`src/rtl/xfer_responder.sv`:
```
// xfer_responder: responder side of the REQ/START/RDY/ENDD/ER/RT/STOP transfer protocol.
// Optional watchdog enabled by defining XFER_RESPONDER_TIMEOUT_EN.
module xfer_responder #(
    parameter int BEAT_W    = 8,
    parameter int MAX_RETRY = 3,
    parameter int TIMEOUT   = 16
) (
    input  logic              clk,
    input  logic              rst,
    input  logic              i_req,
    input  logic              i_start,
    input  logic              i_rdy,
    input  logic              i_endd,
    input  logic              i_er,
    input  logic              i_stop,
    input  logic              i_rt,
    output logic              o_ack,
    output logic              o_enable,
    output logic              o_status_valid,
    output logic              o_status_err,
    output logic [BEAT_W-1:0] o_status_beats,
    output logic              o_interrupt,
    output logic              o_busy
);
    localparam int RW = $clog2(MAX_RETRY + 2);
    localparam int WW = $clog2(TIMEOUT + 2);
`ifdef XFER_RESPONDER_TIMEOUT_EN
    localparam bit WD_EN = 1'b1;
`else
    localparam bit WD_EN = 1'b0;
`endif

    typedef enum logic [2:0] {IDLE, ACKW, ARMED, XFER, DONE, ERR} state_t;

    state_t            r_state, w_next;
    logic [BEAT_W-1:0] r_beat, w_beat, w_beat_inc;
    logic [RW-1:0]     r_retry, w_retry;
    logic [WW-1:0]     r_wd, w_wd_inc;
    logic              w_wd_hit, w_fin;

    assign w_beat_inc = &r_beat ? r_beat : r_beat + 1'b1;
    assign w_wd_inc   = r_wd + 1'b1;
    assign w_wd_hit   = WD_EN && (w_wd_inc == WW'(TIMEOUT));
    assign w_fin      = (w_next == DONE) || (w_next == ERR);

    always_comb begin
        w_next  = r_state;
        w_beat  = r_beat;
        w_retry = r_retry;
        case (r_state)
            IDLE:  w_next = i_req ? ACKW : IDLE;
            ACKW:  w_next = i_req ? ACKW : ARMED;
            ARMED: if (i_start) begin
                w_next  = XFER;
                w_beat  = '0;
                w_retry = '0;
            end
            XFER: if (i_stop) w_next = IDLE;
            else if (i_er) w_next = ERR;
            else if (i_rt) begin
                if (r_retry == RW'(MAX_RETRY)) w_next = ERR;
                else begin
                    w_retry = r_retry + 1'b1;
                    w_beat  = '0;
                end
            end
            else if (i_endd) begin
                w_next = DONE;
                w_beat = i_rdy ? w_beat_inc : r_beat;
            end
            else if (i_rdy) w_beat = w_beat_inc;
            else if (w_wd_hit) w_next = ERR;
            default: w_next = IDLE;
        endcase
    end

    // Watchdog idles at zero outside XFER, so entering XFER always starts from a clean count.
    always_ff @(posedge clk) begin
        if (!rst || !WD_EN || r_state != XFER || i_rdy || i_rt || i_endd) r_wd <= '0;
        else r_wd <= w_wd_inc;
    end

    // Outputs are registered from the next state so they line up with the state they describe.
    always_ff @(posedge clk) begin
        if (!rst) begin
            r_state        <= IDLE;
            r_beat         <= '0;
            r_retry        <= '0;
            o_ack          <= 1'b0;
            o_enable       <= 1'b0;
            o_busy         <= 1'b0;
            o_status_valid <= 1'b0;
            o_status_err   <= 1'b0;
            o_status_beats <= '0;
            o_interrupt    <= 1'b0;
        end else begin
            r_state        <= w_next;
            r_beat         <= w_beat;
            r_retry        <= w_retry;
            o_ack          <= w_next == ACKW;
            o_enable       <= w_next == XFER;
            o_busy         <= w_next != IDLE;
            o_status_valid <= w_fin;
            o_status_err   <= w_next == ERR;
            o_interrupt    <= w_fin;
            if (w_fin) o_status_beats <= w_beat;
        end
    end
endmodule

```
`config.mk`:
```
export PLATFORM = sky130hd
export DESIGN_NAME = xfer_responder
export DESIGN_NICKNAME = d
export VERILOG_FILES = /design/src/rtl/xfer_responder.sv
export SDC_FILE = /design/constraint.sdc
export NUM_CORES = 1
export LEC_CHECK = 0
export CAP_MARGIN = 20
export CORE_AREA = 2 2 66 68
export DETAILED_ROUTE_END_ITERATION = 10
export DIE_AREA = 0 0 68 70
export PLACE_DENSITY = 0.58
export SYNTH_ARGS = -nofsm -noshare
export SYNTH_HDL_FRONTEND = slang
export SYNTH_SLANG_ARGS = --single-unit
```
`constraint.sdc`:
```
create_clock -name clk -period 2.52 [get_ports clk]
set_input_delay 0.252 -clock clk [delete_from_list [all_inputs] [get_ports clk]]
set_output_delay 0.252 -clock clk [all_outputs]
set_load 0.05 [all_outputs]
```
## Yosys cells after proc, flatten, opt, wreduce, memory -nomap -nowiden

Index checks and enable logic that the tools add are counted.

| operators by class | value |
|---|---|
| eq/ne operators | 13 |
| reduce and logical (&&, ||, !) cells | 6 |
| add/sub/neg operators | 2 |
| muxes and demuxes | 23 |

Operators with widths:

| operator | number |
|---|---|
| $mux 8 | 7 |
| $mux 3 | 11 |
| $pmux 8 s2 | 1 |
| $eq 3x2->1 const B | 4 |
| $pmux 3 s4 | 1 |
| $ne 2x2->1 const B | 5 |
| $add 8x1->8 const B | 1 |
| $reduce_and 8->1 | 1 |
| $eq 3x1->1 const B | 2 |
| $eq 3x3->1 const B | 2 |
| $pmux 3 s2 | 1 |
| $reduce_and 6->1 | 1 |
| $add 3x1->3 const B | 1 |
| $logic_not 3->1 | 1 |
| $reduce_bool 3->1 | 1 |
| $mux 2 | 1 |
| $reduce_bool 2->1 | 1 |
| $logic_or 1x1->1 | 1 |
| $mux 1 | 1 |

| storage, ports and cells | value |
|---|---|
| input bits | 9 |
| output and inout port bits | 14 |
| logic and storage cells | 53 |
| register bits | 27 |

## Depth between registers and ports, before layout

Gate-level depths: netlist of the first run.

| depth | value |
|---|---|
| depth in word-level cells | 8 |
| gate-level depth with buffers | 8 |
| depth with buffers taken out | 7 |

## Worst setup path before layout of the first run

No wires, ideal clock.

| timing path | value |
|---|---|
| path kind | register to register |
| start | reg r_retry[0] |
| end | reg r_retry[2] |
| data required time | 2.449 ns |
| library setup time | 0.071 ns |
| arrival time | 1.864 ns |
| setup slack | 0.585 ns |
| cell stages (with the launch flop) | 8 |
| clock period less this slack | 1.935 ns |
| buffers on the path | 0 |
| path through | dfxtp_1 ha_1 ha_1 or4b_1 nand2_1 nand2_1 or3_1 a21oi_1 |

| between the ends | value |
|---|---|
| longest elaborated chain between the ends | 6 |
| elaborated cells on any way between the ends | 9 |
| classes of those cells | add/sub (1); eq/ne (2); mux (5); reduce/logical (1) |

Ends and longest elaborated chain:

| what | line | RTL |
|---|---|---|
| start, declared | 37 | `logic [RW-1:0] r_retry, w_retry;` |
| start signal, assigned | 99 | `r_retry <= w_retry;` |
| $add 3x1->3 | 63 | `w_retry = r_retry + 1'b1;` |
| $mux 3 | 61 | `if (r_retry == RW'(MAX_RETRY)) w_next = ERR;` |
| $mux 3 | 60 | `else if (i_rt) begin` |
| $mux 3 | 59 | `else if (i_er) w_next = ERR;` |
| $mux 3 | 58 | `XFER: if (i_stop) w_next = IDLE;` |
| $pmux 3 s2 | 50 | `case (r_state)` |

Parallel ways exist; a longest one is shown, timed or not. The select of a mux whose other input is x is not followed.
A chain may end at the register's enable or synchronous reset.

## Final worst setup path of the first run

Same ends and word-level chain as after synthesis.

==> metrics.yaml, run 1 <==
p_leak_nw: 0.574
wl_per_cell_um: 13.5
synth-edff-count: 0
start_util: 0.322
fin_crit_ns: 2.21
cp_slowest_cell: "or4b_1"
antennaDiodeCount: 0
timing_hold_violations_final: 0
grt_pass1_wl_um: 5350
clk_path_buf_depth: 2
drc: 0
yosys_warnings: 0
dieArea_um2: 4760
cts_tree: "yes"
outcome: "completed"
fin_skew_ns: 0.00359
cts.sinks: 27
max_freq_ghz: 0.452
synth-seq-cells: 27
fp.dieW_um: 68
grt_max_degree: 16
io_buffers: 22
drt-pass1-iter-count: 4
arrival_ns: 2.42
die-height_um: 70
synth_top_area_share: 0.405
drtIter0Drc: 89
drive_gt1_frac: 0.0659
vias: 1244
stdcell_area_um2: 1650
drv_cap: 0
root_buffer: "clkbuf_8"
regArea_um2: 541
synth_cells: 159
gp_congestion: 0.892
routed_via_density: 5.32
nets: 196
end_kind: "flop"
synth_area_um2: 1330
rows: 24
yosysMostFrequentCell: "dfxtp_1"
syn2layout_area_growth_pct: 23.9
synth_area_per_cell_um2: 8.39
cp_cell_sequence: "ha_1 -> ha_1 -> or4b_1 -> nand2_1 -> nand2_1 -> or3_1 -> a21oi_1"
start_kind: "flop"
multi_input_area_um2: 743
rsz0062_at_grt: "no"
dpl_cell_area_um2: 1610
cts_setup_buffers: 0
finalSetupTns_ns: 0
numCtsBuffers: 3
overflow: 0
ys_dominant_reg_cell: "dfxtp_1"
drt-total-wl_um: 3160
ys_seq_area_frac: 0.405
power.total_mw: 0.783
irDropWorstVdd_mv: 0.203
cellPowerDensity_nw_per_um2: 474
slowest_delay_ns: 0.53
grtUsageTotal: 0.145
ios: 23
ant_nets: 0
crit_fanout: 6
antenna_found_initial: 0
ctsResizeCount: 0
crit_type: "reg2reg"
async_reset_ff_frac: 0
slew_viol_final: 0
pre_cts_ws_ns: 0.193
utilization: 0.399
detailedPlacementHpwl_um: 2410
ctsHoldBuffers: 0
cp-startpoint: "r_retry[0]"
htreeDepth: 1
max_slew_margin: 0.659
hold_ws_ns: 0.460
synthTopCellsByArea: "dfxtp_1 (41%), o21ai_0 (5.3%), nand2_1 (5.1%)"
netlist-cell-type-count: 40
clkLatencyLatePin_ns: 0.27
num-fill-cells: 410
netlist.top_cell.by_area: "dfxtp_1"
fin_crit_sh: 0.877
yosys-top-cells-count: "dfxtp_1 (27), nand2_1 (18), nor2_1 (17)"
dpl.cell_count: 230
core-area_um2: 4140
setup_viol: 0
clk_pin_slew_worst_paths_ns: 0.09
worstMarginPinSlew_ns: 0.505
grt_pass1_vias: 1192
worstPathRequired_ns: 2.73
fin_cells: 234
worstReg2RegStart: "r_retry[0]"
setup_slack_ns: 0.309
hold_class: "reg2reg"
min-delay-start: "r_retry[1]"
syn_nets: 172
==> layout make-up <==
cell class                 instances  share of cell area
multi-input combinational        121               0.450
tap                               52              0.0394
inverter                           6              0.0136
sequential                        27               0.327
clock inverter                     1             0.00303
clock buffer                       3              0.0250
timing repair buffer              24               0.142
==> logic make-up (layout without fill, tap and decap cells) <==
group / Yosys count / in the layout / synth area share
simple gates: 69 / 69 / 0.278
fa+ha+maj: 4 / 4 / 0.0375
compound gates: 48 / 48 / 0.242
flops: 27 / 27 / 0.405
buf+inv: 11 / 34 / 0.0375
==> final timing paths <==
| check | end | slack (ns) | depth (start not counted) |
|---|---|---|---|
| setup / recovery | r_retry[2] | 0.31 | 7 |
| hold / removal | r_retry[1] | 0.46 | 2 |
| setup reg to reg | r_retry[2] | 0.31 | 7 |
| hold reg to reg | r_retry[1] | 0.46 | 2 |
==> worst max-delay path, delay by kind of cell (launching register included) <==
family          cells  cell delay, ns
compound gates      1            0.14
fa+ha+maj           2            0.43
flops               1            0.33
simple gates        4            1.25
==> power breakdown <==
part | total, mW | leakage, nW | switching, mW | internal (mW)
Clock | 0.242 | 0.0255 | 0.131 | 0.111
Sequential | 0.441 | 0.218 | 0.00684 | 0.435
Combinational | 0.100 | 0.330 | 0.0624 | 0.0377
Total | 0.783 | 0.574 | 0.200 | 0.583
==> per-layer routing <==
layer / global-route usage / routed length (um) / vias up
met5: 0 / 0 / -
met3: 0.0290 / 181 / 2
li1: - / - / 631
met4: 0.0511 / 21 / 0
met1: 0.210 / 1580 / 578
met2: 0.213 / 1380 / 33
==> cell usage in the layout (no fill, tap or decap), drive strengths merged, types with 4 or more instances in the layout <==
| cell | n |
|---|---|
| ha | 4 |
| a21oi | 13 |
| inv | 6 |
| nand3 | 4 |
| nor3 | 6 |
| clkdlybuf4s50 | 22 |
| nand2b | 5 |
| o21ai | 14 |
| dfxtp | 27 |
| nand2 | 18 |
| nor2 | 17 |
==> registers in the layout, summed over array words and instances (netlist names) <==
register and cells:
r_retry 3, r_beat 8, r_state 3, o_status_beats 8, o_busy 1, o_interrupt 1
o_ack 1, o_enable 1, o_status_err 1
Power figures use the tool's default switching activity.
==> run 2, diff against run 1 <==
--- a/config.mk
+++ b/config.mk
@@ -6,9 +6,9 @@
 export NUM_CORES = 1
 export LEC_CHECK = 0
 export CAP_MARGIN = 20
-export CORE_AREA = 2 2 66 68
+export CORE_AREA = 2 2 92 50
 export DETAILED_ROUTE_END_ITERATION = 10
-export DIE_AREA = 0 0 68 70
+export DIE_AREA = 0 0 94 52
 export PLACE_DENSITY = 0.58
 export SYNTH_ARGS = -nofsm -noshare
 export SYNTH_HDL_FRONTEND = slang
==> constraint.sdc (replaced) <==
create_clock -name clk -period 2.5 [get_ports clk]
set_input_delay 0.25 -clock clk [delete_from_list [all_inputs] [get_ports clk]]
set_output_delay 0.25 -clock clk [all_outputs]
set_load 0.05 [all_outputs]
==> run 2 against run 1 <==
  * Maximum frequency down 0.12%
  * Final cell count up 3.4%
  * Wire length up 13%
  * Combinational power up 5%
  * Hold slack worse by 0.00062 ns
  * Cell area up 1.7%
  * Via count up 5.0%
  * Utilization up 0.63 points
==> metrics.yaml, run 2 (synthesized netlist as in run 1, its figures left out) <==
outcome: "completed"  # unchanged
ios: 23  # unchanged
ctsHoldBuffers: 0  # unchanged
crit_fanout: 6  # unchanged
max_freq_ghz: 0.452  # about the same
clkLatencyLatePin_ns: 0.28  # was 0.27 ns
grtUsageTotal: 0.160  # was 0.145
io_buffers: 22  # unchanged
start_util: 0.322  # about the same
htreeDepth: 1  # unchanged
numCtsBuffers: 3  # unchanged
max_slew_margin: 0.660  # was 0.659
power.total_mw: 0.807  # was 0.783 mW
cts_tree: "yes"  # unchanged
cp_slowest_cell: "or4b_1"  # unchanged
grt_pass1_wl_um: 5890  # was 5350 um
setup_viol: 0  # unchanged
drc: 0  # unchanged
slowest_delay_ns: 0.50  # was 0.53 ns
overflow: 0  # unchanged
start_kind: "flop"  # unchanged
dpl.cell_count: 238  # was 230
ctsResizeCount: 0  # unchanged
grt_pass1_vias: 1172  # was 1192
nets: 199  # was 196
vias: 1306  # was 1244
detailedPlacementHpwl_um: 2690  # was 2410 um
fin_crit_ns: 2.21  # about the same
dieArea_um2: 4890  # was 4760 um^2
num-fill-cells: 411  # was 410
clk_path_buf_depth: 2  # unchanged
root_buffer: "clkbuf_8"  # unchanged
crit_family: "simple AND/OR/NAND/NOR gates"  # unchanged
cp_cell_sequence: "ha_1 -> ha_1 -> or4b_1 -> nand2_1 -> nand2_1 -> or3_1 -> a21oi_1"  # unchanged
fin_skew_ns: 0.00761  # was 0.00359 ns
core-area_um2: 4150  # was 4140 um^2
finalSetupTns_ns: 0  # unchanged
cellPowerDensity_nw_per_um2: 480  # was 474 nW/um^2
largestRegisters: "o_status_beats x8, r_beat x8"  # unchanged
slew_viol_final: 0  # unchanged
grt_max_degree: 15  # was 16
antenna_found_initial: 0  # unchanged
drtIter0Drc: 132  # was 89
mostFrequentLayoutCell: "dfxtp_1"  # unchanged
die-height_um: 52  # was 70 um
final_cell_mix: "dfxtp_1 (27), clkdlybuf4s50_1 (22), nand2_1 (18), nor2_1 (17), o21ai_0 (14)"  # unchanged
gp_congestion: 0.895  # was 0.892
fin_crit_sh: 0.885  # was 0.877
hold_class: "reg2reg"  # unchanged
drive_gt1_frac: 0.0757  # was 0.0659
rows: 17  # was 24
clk_pin_slew_worst_paths_ns: 0.09  # about the same
rsz0062_at_grt: "no"  # unchanged
arrival_ns: 2.43  # was 2.42 ns
fin_cells: 242  # was 234
cts.sinks: 27  # unchanged
p_leak_nw: 0.586  # was 0.574 nW
ant_nets: 0  # unchanged
worstPathRequired_ns: 2.71  # was 2.73 ns
timing_hold_violations_final: 0  # unchanged
end_kind: "flop"  # unchanged
syn2layout_area_growth_pct: 26.0  # was 23.9%
cts_setup_buffers: 0  # unchanged
cp_num_buf_inv: 0  # unchanged
r2r_setup_slack_ns: 0.29  # was 0.31 ns
wl_per_cell_um: 14.8  # was 13.5 um
drt-total-wl_um: 3590  # was 3160 um
crit_type: "reg2reg"  # unchanged
antennaDiodeCount: 0  # unchanged
drv_cap: 0  # unchanged
fp.dieW_um: 94  # was 68 um
worstMarginPinSlew_ns: 0.508  # was 0.505 ns
drt-pass1-iter-count: 5  # was 4
routed_via_density: 5.40  # was 5.32
irDropWorstVdd_mv: 0.178  # was 0.203 mV
run 2: cell types whose count changed in the layout (fill, tap and decap cells not counted):
| cell | previous run | this run |
|---|---|---|
| buf_4 | 2 | 5 |
| clkbuf_1 | 0 | 1 |
| clkinv_2 | 1 | 0 |
run 2: worst paths after layout:
check        startpoint  cells after the start          to
max          r_retry[0]                      7  r_retry[2]
max reg2reg  r_retry[0]                      7  r_retry[2]
min reg2reg  r_retry[2]                      2  r_retry[2]
min          r_retry[2]                      2  r_retry[2]
run 2: stage by stage:
step	cell area (um^2)	util	hold WS, ns	worst slack [ns]
global placement	1640	0.394	0.444	0.173
CTS	1680	0.405	0.463	0.288
finish	1680	0.405	0.459	0.286
detailed placement	1640	0.394	0.449	0.131
floorplan	1330	-	0.431	0.565
global route	1680	0.405	0.486	0.135
run 2: cell type report:
cell class	instances	area (um^2)	area share
Multi-Input combinational cell	121	743	0.442
Inverter	6	22.5	0.0134
Sequential cell	27	541	0.322
Clock buffer	4	45.0	0.0268
Timing Repair Buffer	27	258	0.153
Tap cell	57	71.3	0.0424
run 2: routing by layer:
| metal | GRT usage | vias to the layer above | share of wire |
|---|---|---|---|
| li1 | - | 637 | - |
| met1 | 0.243 | 600 | 0.51 |
| met2 | 0.210 | 58 | 0.40 |
| met3 | 0.0449 | 11 | 0.072 |
| met4 | 0.0556 | 0 | 0.019 |
| met5 | 0 | - | 0 |
run 2: where the power goes:
part           leakage [nW]  switching, mW  total [mW]  internal (mW)
clock                0.0228          0.141       0.256          0.115
combinational         0.345         0.0651       0.105         0.0398
sequential            0.218        0.00753       0.446          0.438
run 2: worst min-delay path: stages, from the launching register on:
cell,delay (ns)
dfxtp_1,0.32
nand2_1,0.05
a21oi_1,0.05
==> run 3, diff against run 2 <==
==> config.mk (replaced) <==
export PLATFORM = sky130hd
export DESIGN_NAME = xfer_responder
export DESIGN_NICKNAME = d
export VERILOG_FILES = /design/src/rtl/xfer_responder.sv
export SDC_FILE = /design/constraint.sdc
export NUM_CORES = 1
export LEC_CHECK = 0
export CORE_AREA = 2 2 107 57
export DETAILED_ROUTE_END_ITERATION = 10
export DIE_AREA = 0 0 109 59
export PLACE_DENSITY = 0.47
export SYNTH_ARGS = -nofsm -noshare
export SYNTH_HDL_FRONTEND = slang
export SYNTH_SLANG_ARGS = --single-unit
==> run 3 against run 2 <==
  * Critical path depth stayed put
  * Via count is 5.6% lower
  * Wire length fell by 4.7%
  * Largest cell class unchanged
==> metrics.yaml, run 3 (synthesized netlist as in run 1, its figures left out) <==
outcome: "completed"  # unchanged
setup_viol: 0  # unchanged
grtUsageMet3: 0.0264  # was 0.0449
arrival_ns: 2.31  # was 2.43 ns
clkLatencyLatePin_ns: 0.28  # about the same
cts_setup_buffers: 0  # unchanged
max_slew_margin: 0.661  # was 0.660
regArea_um2: 541  # unchanged
grt_pass1_vias: 1152  # was 1172
grt_max_degree: 18  # was 15
grt_use_met1: 0.145  # was 0.243
io_buffers: 22  # unchanged
die-height_um: 59  # was 52 um
cellPowerDensity_nw_per_um2: 480  # about the same
core-area_um2: 5400  # was 4150 um^2
fin_crit_sh: 0.837  # was 0.885
clk_pin_slew_worst_paths_ns: 0.10  # was 0.09 ns
irDropWorstVdd_mv: 0.168  # was 0.178 mV
root_buffer: "clkbuf_8"  # unchanged
vias: 1233  # was 1306
slowest_delay_ns: 0.53  # was 0.50 ns
finalSetupTns_ns: 0  # unchanged
routed_via_density: 4.78  # was 5.40
numCtsBuffers: 3  # unchanged
drc: 0  # unchanged
htreeDepth: 1  # unchanged
ctsResizeCount: 0  # unchanged
wl_per_cell_um: 13.3  # was 14.8 um
cts_tree: "yes"  # unchanged
largestRegisters: "o_status_beats x8, r_beat x8"  # unchanged
p_leak_nw: 0.589  # was 0.586 nW
mostFrequentLayoutCell: "dfxtp_1"  # unchanged
worstMarginPinSlew_ns: 0.507  # was 0.508 ns
cp_cell_sequence: "ha_1 -> ha_1 -> or4b_1 -> nand2_1 -> nand2_1 -> or3_1 -> a21oi_1"  # unchanged
drv_cap: 0  # unchanged
drt-total-wl_um: 3420  # was 3590 um
num-fill-cells: 552  # was 411
drive_gt1_frac: 0.0811  # was 0.0757
ctsHoldBuffers: 0  # unchanged
detailedPlacementHpwl_um: 2610  # was 2690 um
slew_viol_final: 0  # unchanged
dpl_cell_area_um2: 1660  # was 1640 um^2
grt_pass1_wl_um: 5490  # was 5890 um
ant_nets: 0  # unchanged
fin_crit_ns: 2.09  # was 2.21 ns
drtIter0Drc: 113  # was 132
fin_cells: 258  # was 242
fin_skew_ns: 0.00350  # was 0.00761 ns
syn2layout_area_growth_pct: 27.9  # was 26.0%
stdcell_area_um2: 1710  # was 1680 um^2
met2_usage: 0.186  # was 0.210
grtUsageTotal: 0.111  # was 0.160
rows: 19  # was 17
start_util: 0.247  # was 0.322
max_freq_ghz: 0.478  # was 0.452 GHz
timing_hold_violations_final: 0  # unchanged
end_kind: "flop"  # unchanged
overflow: 0  # unchanged
crit_fanout: 6  # unchanged
start_kind: "flop"  # unchanged
r2r_setup_slack_ns: 0.41  # was 0.29 ns
cts.sinks: 27  # unchanged
nets: 199  # unchanged
final_cell_mix: "dfxtp_1 (27), clkdlybuf4s50_1 (22), nand2_1 (18), nor2_1 (17), o21ai_0 (14)"  # unchanged
cp_slowest_cell: "or4b_1"  # unchanged
hold_ws_ns: 0.464  # was 0.459 ns
worstPathRequired_ns: 2.72  # was 2.71 ns
gp_congestion: 0.870  # was 0.895
multi_input_area_um2: 743  # unchanged
antennaDiodeCount: 0  # unchanged
ios: 23  # unchanged
crit_family: "simple AND/OR/NAND/NOR gates"  # unchanged
hold_class: "reg2reg"  # unchanged
cp_num_buf_inv: 0  # unchanged
clk_path_buf_depth: 2  # unchanged
busiest_layer: "met2"  # was met1
rsz0062_at_grt: "no"  # unchanged
dieArea_um2: 6430  # was 4890 um^2
fp.dieW_um: 109  # was 94 um
antenna_found_initial: 0  # unchanged
drt-pass1-iter-count: 4  # was 5
crit_type: "reg2reg"  # unchanged
dpl.cell_count: 254  # was 238
==> run 3: cell types whose count changed in the layout (fill, tap and decap cells not counted) <==
cell	delta
clkbuf_1	-1
inv_6	+1
==> run 3: area by class of cell <==
class                   count  share of cell area
repair buffers             27               0.151
inverters                   6              0.0132
clock buffers               3              0.0242
flip-flops and latches     27               0.317
clock inverters             1             0.00514
multi-input cells         121               0.436
well taps                  73              0.0536
==> run 3: layer usage <==
metal / vias up / share of wire / wire, um
li1: 633 / - / -
met1: 564 / 0.50 / 1710
met2: 32 / 0.44 / 1520
met3: 4 / 0.050 / 171
met4: 0 / 0.0085 / 29
met5: - / 0 / 0
==> run 3: worst reg2reg max path, stage by stage (launching register included) <==
cell     delay, ns
dfxtp_1       0.34
ha_1          0.22
ha_1          0.21
or4b_1        0.53
nand2_1       0.11
nand2_1       0.15
or3_1         0.34
a21oi_1       0.13
==> run 3: power by group <==
| group | internal (mW) | leakage (nW) | switching, mW | total, mW |
|---|---|---|---|---|
| Clock | 0.117 | 0.0261 | 0.151 | 0.268 |
| Sequential | 0.438 | 0.218 | 0.00757 | 0.446 |
| Combinational | 0.0406 | 0.345 | 0.0643 | 0.105 |
| Total | 0.596 | 0.589 | 0.223 | 0.819 |
==> run 3: stage by stage <==
stage	worst slack, ns	power (mW)	utilization
after floorplan	0.565	0.516	-
after global placement	0.179	0.563	0.307
after detailed placement	0.158	0.561	0.307
after CTS	0.402	0.830	0.316
after global routing	0.284	0.857	0.316
final	0.409	0.819	0.316
==> run 3: worst paths after layout <==
kind,from,end,cells after the start
setup reg to reg,r_retry[0],r_retry[2],7
setup / recovery,r_retry[0],r_retry[2],7
hold reg to reg,r_retry[2],r_retry[2],2
hold / removal,r_retry[2],r_retry[2],2
